$ cat src/rtl/probe_force_target.sv
// Forceable DUT-side target: free-running counter r, registered follower out, and a
// valid/ready command port that forces, releases, deposits into or reads either one.
module probe_force_target #(
   parameter int               WIDTH = 16,
   parameter logic [WIDTH-1:0] INIT  = 16'd0,
   parameter logic [WIDTH-1:0] STEP  = 16'd1
) (
   input  logic             clock,
   input  logic             reset,
   input  logic             cmd_valid,
   output logic             cmd_ready,
   input  logic [1:0]       cmd_op,
   input  logic             cmd_sel,
   input  logic [WIDTH-1:0] cmd_data,
   output logic             rsp_valid,
   input  logic             rsp_ready,
   output logic [WIDTH-1:0] rsp_data,
   output logic [1:0]       rsp_forced,
   output logic [WIDTH-1:0] r_probe,
   output logic [WIDTH-1:0] out
);

   localparam logic [1:0] OP_READ    = 2'd0;
   localparam logic [1:0] OP_FORCE   = 2'd1;
   localparam logic [1:0] OP_RELEASE = 2'd2;
   localparam logic [1:0] OP_DEPOSIT = 2'd3;

   logic [WIDTH-1:0] r_q_r,      out_q_r;
   logic [WIDTH-1:0] r_fval_r,   out_fval_r;
   logic             r_forced_r, out_forced_r;
   logic             rsp_valid_r;
   logic [WIDTH-1:0] rsp_data_r;
   logic [1:0]       rsp_forced_r;

   logic             accept_s;
   logic [WIDTH-1:0] r_vis_s;
   logic [WIDTH-1:0] r_q_nxt_s,      out_q_nxt_s;
   logic [WIDTH-1:0] r_fval_nxt_s,   out_fval_nxt_s;
   logic             r_forced_nxt_s, out_forced_nxt_s;
   logic [WIDTH-1:0] rsp_data_nxt_s;

   assign cmd_ready  = !rsp_valid_r || rsp_ready;
   assign accept_s   = cmd_valid && cmd_ready;
   assign r_vis_s    = r_forced_r ? r_fval_r : r_q_r;
   assign r_probe    = r_vis_s;
   assign out        = out_forced_r ? out_fval_r : out_q_r;
   assign rsp_valid  = rsp_valid_r;
   assign rsp_data   = rsp_data_r;
   assign rsp_forced = rsp_forced_r;

   // Next-state datapath with the accepted command applied on top of it
   always_comb begin
      r_q_nxt_s        = r_forced_r ? r_fval_r : r_vis_s + STEP;
      out_q_nxt_s      = r_vis_s;
      r_fval_nxt_s     = r_fval_r;
      out_fval_nxt_s   = out_fval_r;
      r_forced_nxt_s   = r_forced_r;
      out_forced_nxt_s = out_forced_r;
      if (accept_s) begin
         case (cmd_op)
            OP_FORCE: begin
               if (cmd_sel) begin
                  out_forced_nxt_s = 1'b1;
                  out_fval_nxt_s   = cmd_data;
               end else begin
                  r_forced_nxt_s = 1'b1;
                  r_fval_nxt_s   = cmd_data;
               end
            end
            OP_RELEASE: begin
               if (cmd_sel) begin
                  out_forced_nxt_s = 1'b0;
               end else begin
                  r_forced_nxt_s = 1'b0;
               end
            end
            OP_DEPOSIT: begin
               if (cmd_sel) begin
                  out_q_nxt_s = cmd_data;
               end else begin
                  r_q_nxt_s = cmd_data;
               end
            end
            OP_READ: begin
               r_forced_nxt_s = r_forced_r;
            end
            default: begin
               r_forced_nxt_s = r_forced_r;
            end
         endcase
      end else begin
         r_forced_nxt_s = r_forced_r;
      end
      // Response shows the visible value as it will stand after this edge
      if (cmd_sel) begin
         rsp_data_nxt_s = out_forced_nxt_s ? out_fval_nxt_s : out_q_nxt_s;
      end else begin
         rsp_data_nxt_s = r_forced_nxt_s ? r_fval_nxt_s : r_q_nxt_s;
      end
   end

   // State, force bookkeeping and single-entry response register
   always_ff @(posedge clock or posedge reset) begin
      if (reset) begin
         r_q_r        <= INIT;
         out_q_r      <= INIT;
         r_fval_r     <= {WIDTH{1'b0}};
         out_fval_r   <= {WIDTH{1'b0}};
         r_forced_r   <= 1'b0;
         out_forced_r <= 1'b0;
         rsp_valid_r  <= 1'b0;
         rsp_data_r   <= {WIDTH{1'b0}};
         rsp_forced_r <= 2'b00;
      end else begin
         r_q_r        <= r_q_nxt_s;
         out_q_r      <= out_q_nxt_s;
         r_fval_r     <= r_fval_nxt_s;
         out_fval_r   <= out_fval_nxt_s;
         r_forced_r   <= r_forced_nxt_s;
         out_forced_r <= out_forced_nxt_s;
         if (accept_s) begin
            rsp_valid_r  <= 1'b1;
            rsp_data_r   <= rsp_data_nxt_s;
            rsp_forced_r <= {out_forced_nxt_s, r_forced_nxt_s};
         end else if (rsp_ready) begin
            rsp_valid_r  <= 1'b0;
         end else begin
            rsp_valid_r  <= rsp_valid_r;
         end
      end
   end

endmodule
$ cat config.mk
export PLATFORM = sky130hd
export DESIGN_NAME = probe_force_target
export DESIGN_NICKNAME = d
export VERILOG_FILES = /design/src/rtl/probe_force_target.sv
export SDC_FILE = /design/constraint.sdc
export NUM_CORES = 1
export LEC_CHECK = 0
export CORE_ASPECT_RATIO = 1.5
export CORE_MARGIN = 8
export CORE_UTILIZATION = 38
export CTS_CLUSTER_SIZE = 24
export DETAILED_ROUTE_END_ITERATION = 12
export PLACE_DENSITY = 0.69
export SYNTH_ARGS = -nofsm -noshare
export SYNTH_HDL_FRONTEND = slang
export SYNTH_SLANG_ARGS = --single-unit
export TNS_END_PERCENT = 50
$ cat constraint.sdc
create_clock -name clock -period 7.1 [get_ports clock]
set_input_delay 2.13 -clock clock [delete_from_list [all_inputs] [get_ports clock]]
set_output_delay 2.13 -clock clock [all_outputs]
set_load 0.005 [all_outputs]
==> Yosys cells after proc, flatten, opt, wreduce, memory -nomap -nowiden <==
Index checks and enable logic that the tools add are counted.
{ "classes": {"n_reduce_logical": 4, "n_mux": 28, "add_sub_neg": 1, "eq_ne": 3} }
{ "ops": {"columns": ["cell", "n"], "rows": [
  ["16-bit 2-to-1 mux", 18],
  ["16-bit by 1-bit adder with 16-bit output, second input constant", 1],
  ["1-bit 2-to-1 mux", 8],
  ["2-bit equality test, second input constant", 2],
  ["1-bit case mux with 2 select lines", 2],
  ["2-bit by 1-bit equality test with 1-bit output, second input constant", 1],
  ["2-bit nonzero test", 1],
  ["1-bit logical AND", 1],
  ["1-bit zero test", 1],
  ["1-bit logical OR", 1]
]} }
{ "word_totals": {"word_cells": 45, "in_bits": 23, "regBits": 85} }

==> Depth between registers and ports, before layout <==
Gate-level depths: netlist of run 1.
{ "depth": {"word_depth": 8, "ltp_mapped": 11, "depth_no_buf": 9} }

==> Worst setup path after synthesis of run 1 <==
OpenSTA, ideal clock, no wires.
{ "synth_timing": {"kind": "input to output", "start": "in rsp_ready", "end": "out cmd_ready", "path_slack_ns": 2.546, "stages": 3, "t_required_ns": 4.970, "t_arrival_ns": 2.424, "cell_sequence": "nor2b_4 -> inv_2 -> buf_6"} }
{ "synth_between": {"elab_chain_len": 1} }
{ "synth_lines": {"columns": ["element", "line", "rtl"], "rows": [
  ["from (decl)", "16", "input logic rsp_ready,"],
  ["1-bit logical OR", "42", "assign cmd_ready = !rsp_valid_r || rsp_ready;"],
  ["to (decl)", "11", "output logic cmd_ready,"]
]} }
Every way passes these cells.

==> Worst setup path after layout of run 1 <==
Same ends and word-level chain as after synthesis.

==> results.json, run 1 <==
{
  "synth_warnings": 0,
  "synthTopCellsByArea": "dfrtp_1 45%, mux2_2 15%, mux2i_1 5.5%",
  "ys_types": 57,
  "synth_edf_count": 0,
  "slew-limit-headroom_pct": 33.7,
  "worst_setup_path_start_kind": "primary input",
  "area_growth_pct": 23.3,
  "ff2ff_path_depth": 9,
  "drt-total-wl_mm": 13.4,
  "setup_viol": 0,
  "worst_slack_ps": 1510,
  "placed_area_um2": 5510,
  "path_class": "primary input to primary output",
  "core_area_um2": 12300,
  "cts_tree": "yes",
  "synthCells": 445,
  "cts_root_buf": "clkbuf_16",
  "ff2ff_setup_slack_ps": 3880,
  "fin_tns_setup_ps": 0,
  "power_mw": 2.18,
  "met1_usage_pct": 16.9,
  "cts_sinks": 85,
  "grt_pass1_vias": 4154,
  "status": "finished, final reports clean",
  "drc": 0,
  "r2r-start": "r_forced_r",
  "num_antenna_cells": 0,
  "ys_seq_area_share_pct": 44.9,
  "first_iter_violations": 171,
  "met3_usage_pct": 4.15,
  "cts_setup_buffers": 0,
  "post-place-ws_ps": 1510,
  "ys_top_cells_by_count": "85 x dfrtp_1, 61 x mux2_2, 54 x nand2_1, 32 x nor2_1, 26 x mux2i_1",
  "drv_cap": 0,
  "synth_nets": 472,
  "clk_latency_ps": 340,
  "p_leak_nw": 2.57,
  "rsz0062_at_grt": "no",
  "synth_top_cell_area_share_pct": 44.9,
  "synth_top_area_cell": "dfrtp_1",
  "synth_most_common_cell": "dfrtp_1",
  "slew_violations": 0,
  "initial_core_util_pct": 38.4,
  "p_per_area_nw_per_um2": 373,
  "viasPerCell": 5.63,
  "overflow": 0,
  "track_usage_pct": 17.0,
  "cts_buffers": 9,
  "synth.avg_cell_area_um2": 10.6,
  "cp-startpoint": "rsp_ready",
  "clkTransAtPathRegs_ps": 60,
  "final_cell_area_um2": 5830,
  "r2r-end": "rsp_data[14]",
  "synth_ff_type": "dfrtp_1",
  "nets": 534,
  "setup.worst_path.end_class": "primary output",
  "antenna_found_initial": 0,
  "hold_buffers": 0,
  "ir_worst_vdd_mv": 0.130,
  "cts_htree_levels": 3,
  "pin_count": 75,
  "vias": 3764,
  "grt_first_pass_wirelength_mm": 21.7,
  "post-route-period-util_pct": 78.8,
  "async_flop_share_pct": 100,
  "cp.arrival_ps": 3460,
  "die_h_um": 153,
  "place.gp.congestion": 0.872,
  "grt_max_degree": 56,
  "synth-seq-cells": 85,
  "route.antenna.remaining_nets": 0,
  "io_buffer_count": 74,
  "drive_above_1_share_pct": 20.1,
  "worstPathMaxFanout": 12,
  "max_freq_ghz": 0.179,
  "fin_crit_ps": 5590,
  "holdCritPathClass": "register to register",
  "rows": 50,
  "die_width_um": 107,
  "netlist_area_um2": 4730,
  "tightest_slew_ps": 991,
  "hpwl_mm": 9.44,
  "finalClockSkew_ps": 6.62,
  "routedWlPerCell_um": 20.0,
  "post_cts_resized": 0,
  "grt.busiest_layer": "met2",
  "dieArea_um2": 16400,
  "drt_first_pass_iters": 4,
  "cp.required_ps": 4970,
  "crit_end": "cmd_ready",
  "clk_path_buf_depth": 2,
  "use_met2_pct": 31.1,
  "final_hold_viol_count": 0
}
==> power breakdown <==
part           internal (mW)  switching (mW)  leakage [nW]
Clock                  0.326           0.189         0.163
Sequential             0.653           0.128          1.05
Combinational          0.485           0.395          1.37
==> sequential cells by signal, summed over array words and instances, names as in the netlist <==
register / flops
r_forced_r: 1
out_fval_r: 16
out_q_r: 16
r_fval_r: 16
out_forced_r: 1
rsp_forced: 2
rsp_valid: 1
r_q_r: 16
rsp_data: 16
==> worst max-delay path, stage by stage <==
cell             delay (ps)
clkdlybuf4s50_1         510
nor2b_4                  60
inv_2                   210
clkdlybuf4s50_1         560
==> kinds of logic (layout without fill, tap and decap cells) <==
| logic type | Yosys count | count (layout) | synth area share, % |
|---|---|---|---|
| AOI/OAI and AO/OA | 83 | 83 | 11.9 |
| xor gates and xnor gates | 4 | 4 | 0.740 |
| adders and majority gates | 4 | 4 | 1.06 |
| buffers and inverters | 48 | 115 | 5.61 |
| DFF | 85 | 85 | 44.9 |
| muxes | 91 | 91 | 21.2 |
| and+or+nand+nor | 130 | 130 | 14.5 |
==> how the worst min path moves through the flow <==
stage                             start  slack, ps       endpoint  cells after the start
after floorplan           out_fval_r[8]        470  out_fval_r[8]                      2
after CTS                   rsp_data[9]        510    rsp_data[9]                      2
after global placement      rsp_data[9]        480    rsp_data[9]                      2
after detailed placement    rsp_data[9]        490    rsp_data[9]                      2
after global routing        rsp_data[1]        520    rsp_data[1]                      2
final                     rsp_forced[0]        510  rsp_forced[0]                      2
==> layout make-up <==
class                           instances  area (µm²)
Clock buffer                           12         256
Clock inverter                          4        70.1
Fill cell                            1145        6490
Inverter                               23        90.1
Multi-Input combinational cell        312        2340
Sequential cell                        85        2130
Tap cell                              156         195
Timing Repair Buffer                   76         756
==> per-stage QoR <==
step	utilization (%)	hold WS (ps)	std cells
floorplan	-	469	445
CTS	47.3	511	668
detailed placement	44.7	494	652
global route	47.3	524	668
finish	47.3	507	668
global placement	44.7	482	652
==> per-layer routing <==
layer | up-vias | routed length, µm
met5 | - | 0
met4 | 0 | 452
met1 | 1923 | 4920
met2 | 98 | 7250
met3 | 30 | 756
li1 | 1713 | -
==> placed cells by master, fill, tap and decap left out, types with 9 or more instances in the layout <==
cell,netlist,final
a21oi_1,15,15
clkbuf_16,0,9
clkdlybuf4s50_1,0,74
dfrtp_1,85,85
inv_1,20,19
mux2_2,61,61
mux2i_1,26,26
nand2_1,54,54
nand3_1,10,10
nor2_1,32,32
o21ai_0,20,20
(Power assumes the default switching activity.)
==> inputs of run 2 (changes only) <==
Settings changed: PLACE_DENSITY 0.69 to 0.71.
Clock period 7.1 ns to 5.05 ns, I/O delays scaled along.
==> run 2 against run 1 <==
Total power increased by 37%. Global-route usage about the same. Sequential cell count unchanged. Sequential share of layout area increased by 0.094 points. Wire length increased by 0.29%. Critical path depth unchanged. Register-to-register slack got worse by 2000 ps. Clock power increased by 24%. Cell area decreased by 0.26%. Final cell count increased by 0.45%. Sequential power increased by 42%. Critical path type unchanged. Largest power group unchanged.
==> results.json, run 2 (synthesized netlist as in run 1, its figures left out) <==
{
  "antenna_found_initial": 0,
  "status": "finished, final reports clean",
  "cp.arrival_ps": 2860,
  "route.antenna.remaining_nets": 0,
  "drt-total-wl_mm": 13.4,
  "area_growth_pct": 23.0,
  "p_leak_nw": 2.57,
  "worst_setup_path_start_kind": "primary input",
  "min_path_cells": 2,
  "cts_root_buf": "clkbuf_16",
  "cts_sinks": 85,
  "finalClockSkew_ps": 7.07,
  "pin_count": 75,
  "holdCritPathClass": "register to register",
  "tightest_slew_ps": 986,
  "dp_cells": 656,
  "cts_tree": "yes",
  "clk_path_buf_depth": 2,
  "slew-limit-headroom_pct": 34.0,
  "dieArea_um2": 16400,
  "slew_violations": 0,
  "overflow": 0,
  "max_freq_ghz": 0.229,
  "track_usage_pct": 17.0,
  "ff2ff_path_depth": 9,
  "cts_buffers": 9,
  "vias": 3789,
  "setup.worst_path.end_class": "primary output",
  "rows": 50,
  "clk_latency_ps": 340,
  "cts_htree_levels": 3,
  "post_cts_resized": 0,
  "first_iter_violations": 242,
  "ir_worst_vdd_mv": 0.176,
  "final_cell_mix": "85 x dfrtp_1, 74 x clkdlybuf4s50_1, 61 x mux2_2, 54 x nand2_1, 32 x nor2_1",
  "viasPerCell": 5.65,
  "finalNonFillerCells": 671,
  "num_antenna_cells": 0,
  "routedWlPerCell_um": 20.0,
  "io_buffer_count": 74,
  "clkTransAtPathRegs_ps": 60,
  "hold_buffers": 0,
  "fin_tns_setup_ps": 0,
  "post-route-period-util_pct": 86.6,
  "grt_pass1_vias": 3986,
  "setup_viol": 0,
  "fin_crit_ps": 4370,
  "worstPathMaxFanout": 12,
  "rsz0062_at_grt": "no",
  "die_width_um": 107,
  "core_area_um2": 12300,
  "nets": 538,
  "place.gp.congestion": 0.857,
  "p_per_area_nw_per_um2": 512,
  "drive_above_1_share_pct": 20.6,
  "cp.required_ps": 3540,
  "final_hold_viol_count": 0,
  "initial_core_util_pct": 38.4,
  "hpwl_mm": 9.57,
  "die_h_um": 153,
  "drc": 0,
  "drt_first_pass_iters": 5,
  "fillerInstances": 1099,
  "drv_cap": 0,
  "grt_max_degree": 43,
  "path_class": "primary input to primary output",
  "grt_first_pass_wirelength_mm": 21.7,
  "final_common_cell": "dfrtp_1",
  "cts_setup_buffers": 0
}
-- run 2: per-stage QoR --
stage	area, µm²	power (mW)	util (%)	hold slack, ps	setup WS, ps
floorplan	4730	1.76	-	469	1340
global placement	5540	2.32	44.9	485	687
detailed placement	5540	2.35	44.9	492	667
CTS	5820	3.00	47.2	506	663
global route	5820	3.16	47.2	534	612
finish	5820	2.98	47.2	508	675
-- run 2: final cells by class --
class	count	area, µm²	share of cell area [%]
repair buffers	80	786	13.5
inverters	23	90.1	1.55
multi-input cells	312	2340	40.2
well taps	156	195	3.35
clock inverters	5	52.6	0.903
flip-flops and latches	85	2130	36.6
clock buffers	10	229	3.93
-- run 2: worst paths after layout --
path,startpoint,to,slack (ps)
setup / recovery,rsp_ready,cmd_ready,680
hold / removal,rsp_forced[0],rsp_forced[0],510
setup reg to reg,r_forced_r,rsp_data[14],1930
hold reg to reg,rsp_forced[0],rsp_forced[0],510
max in group asynchronous,reset,out_q_r[8],2670
min in group asynchronous,reset,out_q_r[2],1590
-- run 2: worst max-delay path: stages --
cell	delay [ps]
clkdlybuf4s50_1	510
nor2b_4	60
inv_2	220
clkdlybuf4s50_1	560
-- run 2: report_power, final --
part	internal [mW]	leakage, nW	switching, mW
registers	0.919	1.05	0.188
clock network	0.378	0.138	0.263
logic	0.685	1.38	0.546
total	1.98	2.57	0.998
-- run 2: routing by layer --
metal	wire length [µm]	global-route usage (%)	part of all wire (%)	vias up
met2	7290	29.7	54	127
li1	-	-	-	1724
met1	4990	18.5	37	1912
met5	0	0	0	-
met3	796	4.02	5.9	26
met4	342	7.95	2.5	0
==> inputs of run 3 (changes only) <==
Settings changed: CORE_UTILIZATION 38 to 49, PLACE_DENSITY 0.71 to 0.86.
==> run 3 against run 2 <==
Clock-buffer cell count grew 1. Worst setup slack gained 1.9 ps. Clock power rose by 3.3%. Cell area decreased by 0.69%. Critical endpoint unchanged. Largest cell class unchanged. Highest routed layer unchanged.
==> results.json, run 3 (synthesized netlist as in run 1, its figures left out) <==
{
  "status": "finished, final reports clean",
  "first_iter_violations": 260,
  "place.gp.congestion": 0.904,
  "r2r-end": "rsp_data[14]",
  "routedWlPerCell_um": 20.9,
  "crit_end": "cmd_ready",
  "post-route-period-util_pct": 86.6,
  "path_class": "primary input to primary output",
  "antenna_found_initial": 0,
  "cts_tree": "yes",
  "cp.required_ps": 3540,
  "cp.arrival_ps": 2860,
  "final_hold_viol_count": 0,
  "grt_first_pass_wirelength_mm": 20.8,
  "worst_path_largest_cell_delay_ps": 560,
  "r2r-start": "r_forced_r",
  "post_cts_resized": 0,
  "finalClockSkew_ps": 6.03,
  "io_buffer_count": 74,
  "viasPerCell": 6.08,
  "cts_sinks": 85,
  "die_width_um": 96.2,
  "p_leak_nw": 2.58,
  "cp_common_cell": "clkdlybuf4s50_1",
  "fin_tns_setup_ps": 0,
  "hpwl_mm": 9.26,
  "worst_setup_path_start_kind": "primary input",
  "fin_crit_ps": 4370,
  "overflow": 0,
  "grt_max_degree": 46,
  "ff2ff_path_depth": 9,
  "final_cell_area_um2": 5780,
  "rows": 44,
  "cts_htree_levels": 3,
  "ir_worst_vdd_mv": 0.276,
  "drt_first_pass_iters": 7,
  "dieArea_um2": 13100,
  "clk_path_buf_depth": 2,
  "placed_area_um2": 5490,
  "drc": 0,
  "clk_latency_ps": 340,
  "ff2ff_setup_slack_ps": 1900,
  "core_area_um2": 9520,
  "rsz0062_at_grt": "no",
  "p_per_area_nw_per_um2": 521,
  "cts_root_buf": "clkbuf_16",
  "worstPathMaxFanout": 12,
  "final_cell_mix": "85 x dfrtp_1, 74 x clkdlybuf4s50_1, 61 x mux2_2, 54 x nand2_1, 32 x nor2_1",
  "clkTransAtPathRegs_ps": 60,
  "fillerInstances": 754,
  "drv_cap": 0,
  "cts_setup_buffers": 0,
  "vias": 3839,
  "cp-startpoint": "rsp_ready",
  "num_antenna_cells": 0,
  "max_freq_ghz": 0.229,
  "setup_viol": 0,
  "final_common_cell": "dfrtp_1",
  "pin_count": 75,
  "slew_violations": 0,
  "nets": 538,
  "holdCritPathClass": "register to register",
  "drt-total-wl_mm": 13.2,
  "drive_above_1_share_pct": 20.7,
  "die_h_um": 136,
  "tightest_slew_ps": 970,
  "route.antenna.remaining_nets": 0,
  "area_growth_pct": 22.1,
  "grt_pass1_vias": 4008,
  "crit_path_top_delay_cell": "clkdlybuf4s50_1",
  "hold_buffers": 0,
  "cts_buffers": 9,
  "track_usage_pct": 20.9,
  "slew-limit-headroom_pct": 35.1,
  "path_cells": "clkdlybuf4s50_1 -> nor2b_4 -> inv_2 -> clkdlybuf4s50_1",
  "initial_core_util_pct": 49.7,
  "setup.worst_path.end_class": "primary output"
}
## run 3: final cells by class
type | count | area (µm²) | share of cell area (%)
Tap cell | 115 | 144 | 2.49
Multi-Input combinational cell | 312 | 2340 | 40.5
Timing Repair Buffer | 80 | 786 | 13.6
Clock inverter | 5 | 50.0 | 0.866
Sequential cell | 85 | 2130 | 36.8
Inverter | 23 | 90.1 | 1.56
Clock buffer | 11 | 243 | 4.20
## run 3: report_power, final
part	switching [mW]	internal [mW]	leakage, nW	total [mW]
registers	0.187	0.919	1.05	1.11
logic	0.557	0.686	1.38	1.24
clock network	0.269	0.393	0.149	0.662
total	1.01	2.00	2.58	3.01
## run 3: metrics by stage
stage	worst slack [ps]	instances	power (mW)	hold slack (ps)	util (%)
finish	677	631	3.01	509	60.7
CTS	661	631	3.02	516	60.7
global placement	693	615	2.30	486	57.6
detailed placement	669	615	2.35	500	57.6
floorplan	1340	445	1.76	469	-
global route	609	631	3.17	542	60.7
## run 3: layer usage
layer / global-route usage, % / vias to the layer above / part of all wire, %
li1: - / 1717 / -
met1: 23.3 / 1940 / 37
met2: 36.2 / 153 / 54
met3: 4.15 / 29 / 5.6
met4: 11.0 / 0 / 3.0
met5: 0 / - / 0
## run 3: worst min-delay path by stage
stage	slack (ps)	depth (start not counted)	from	endpoint
after floorplan	470	2	out_fval_r[8]	out_fval_r[8]
after global placement	490	2	out_fval_r[8]	out_fval_r[8]
after detailed placement	500	2	rsp_forced[1]	rsp_forced[1]
after CTS	520	2	rsp_forced[0]	rsp_forced[0]
after global routing	540	1	out_fval_r[6]	out_fval_r[6]
final	510	2	rsp_forced[0]	rsp_forced[0]
## run 3: critical path, delay by kind of cell
| kind | cells | cell delay [ps] |
|---|---|---|
| and+or+nand+nor | 1 | 60 |
| buffers and inverters | 3 | 1280 |
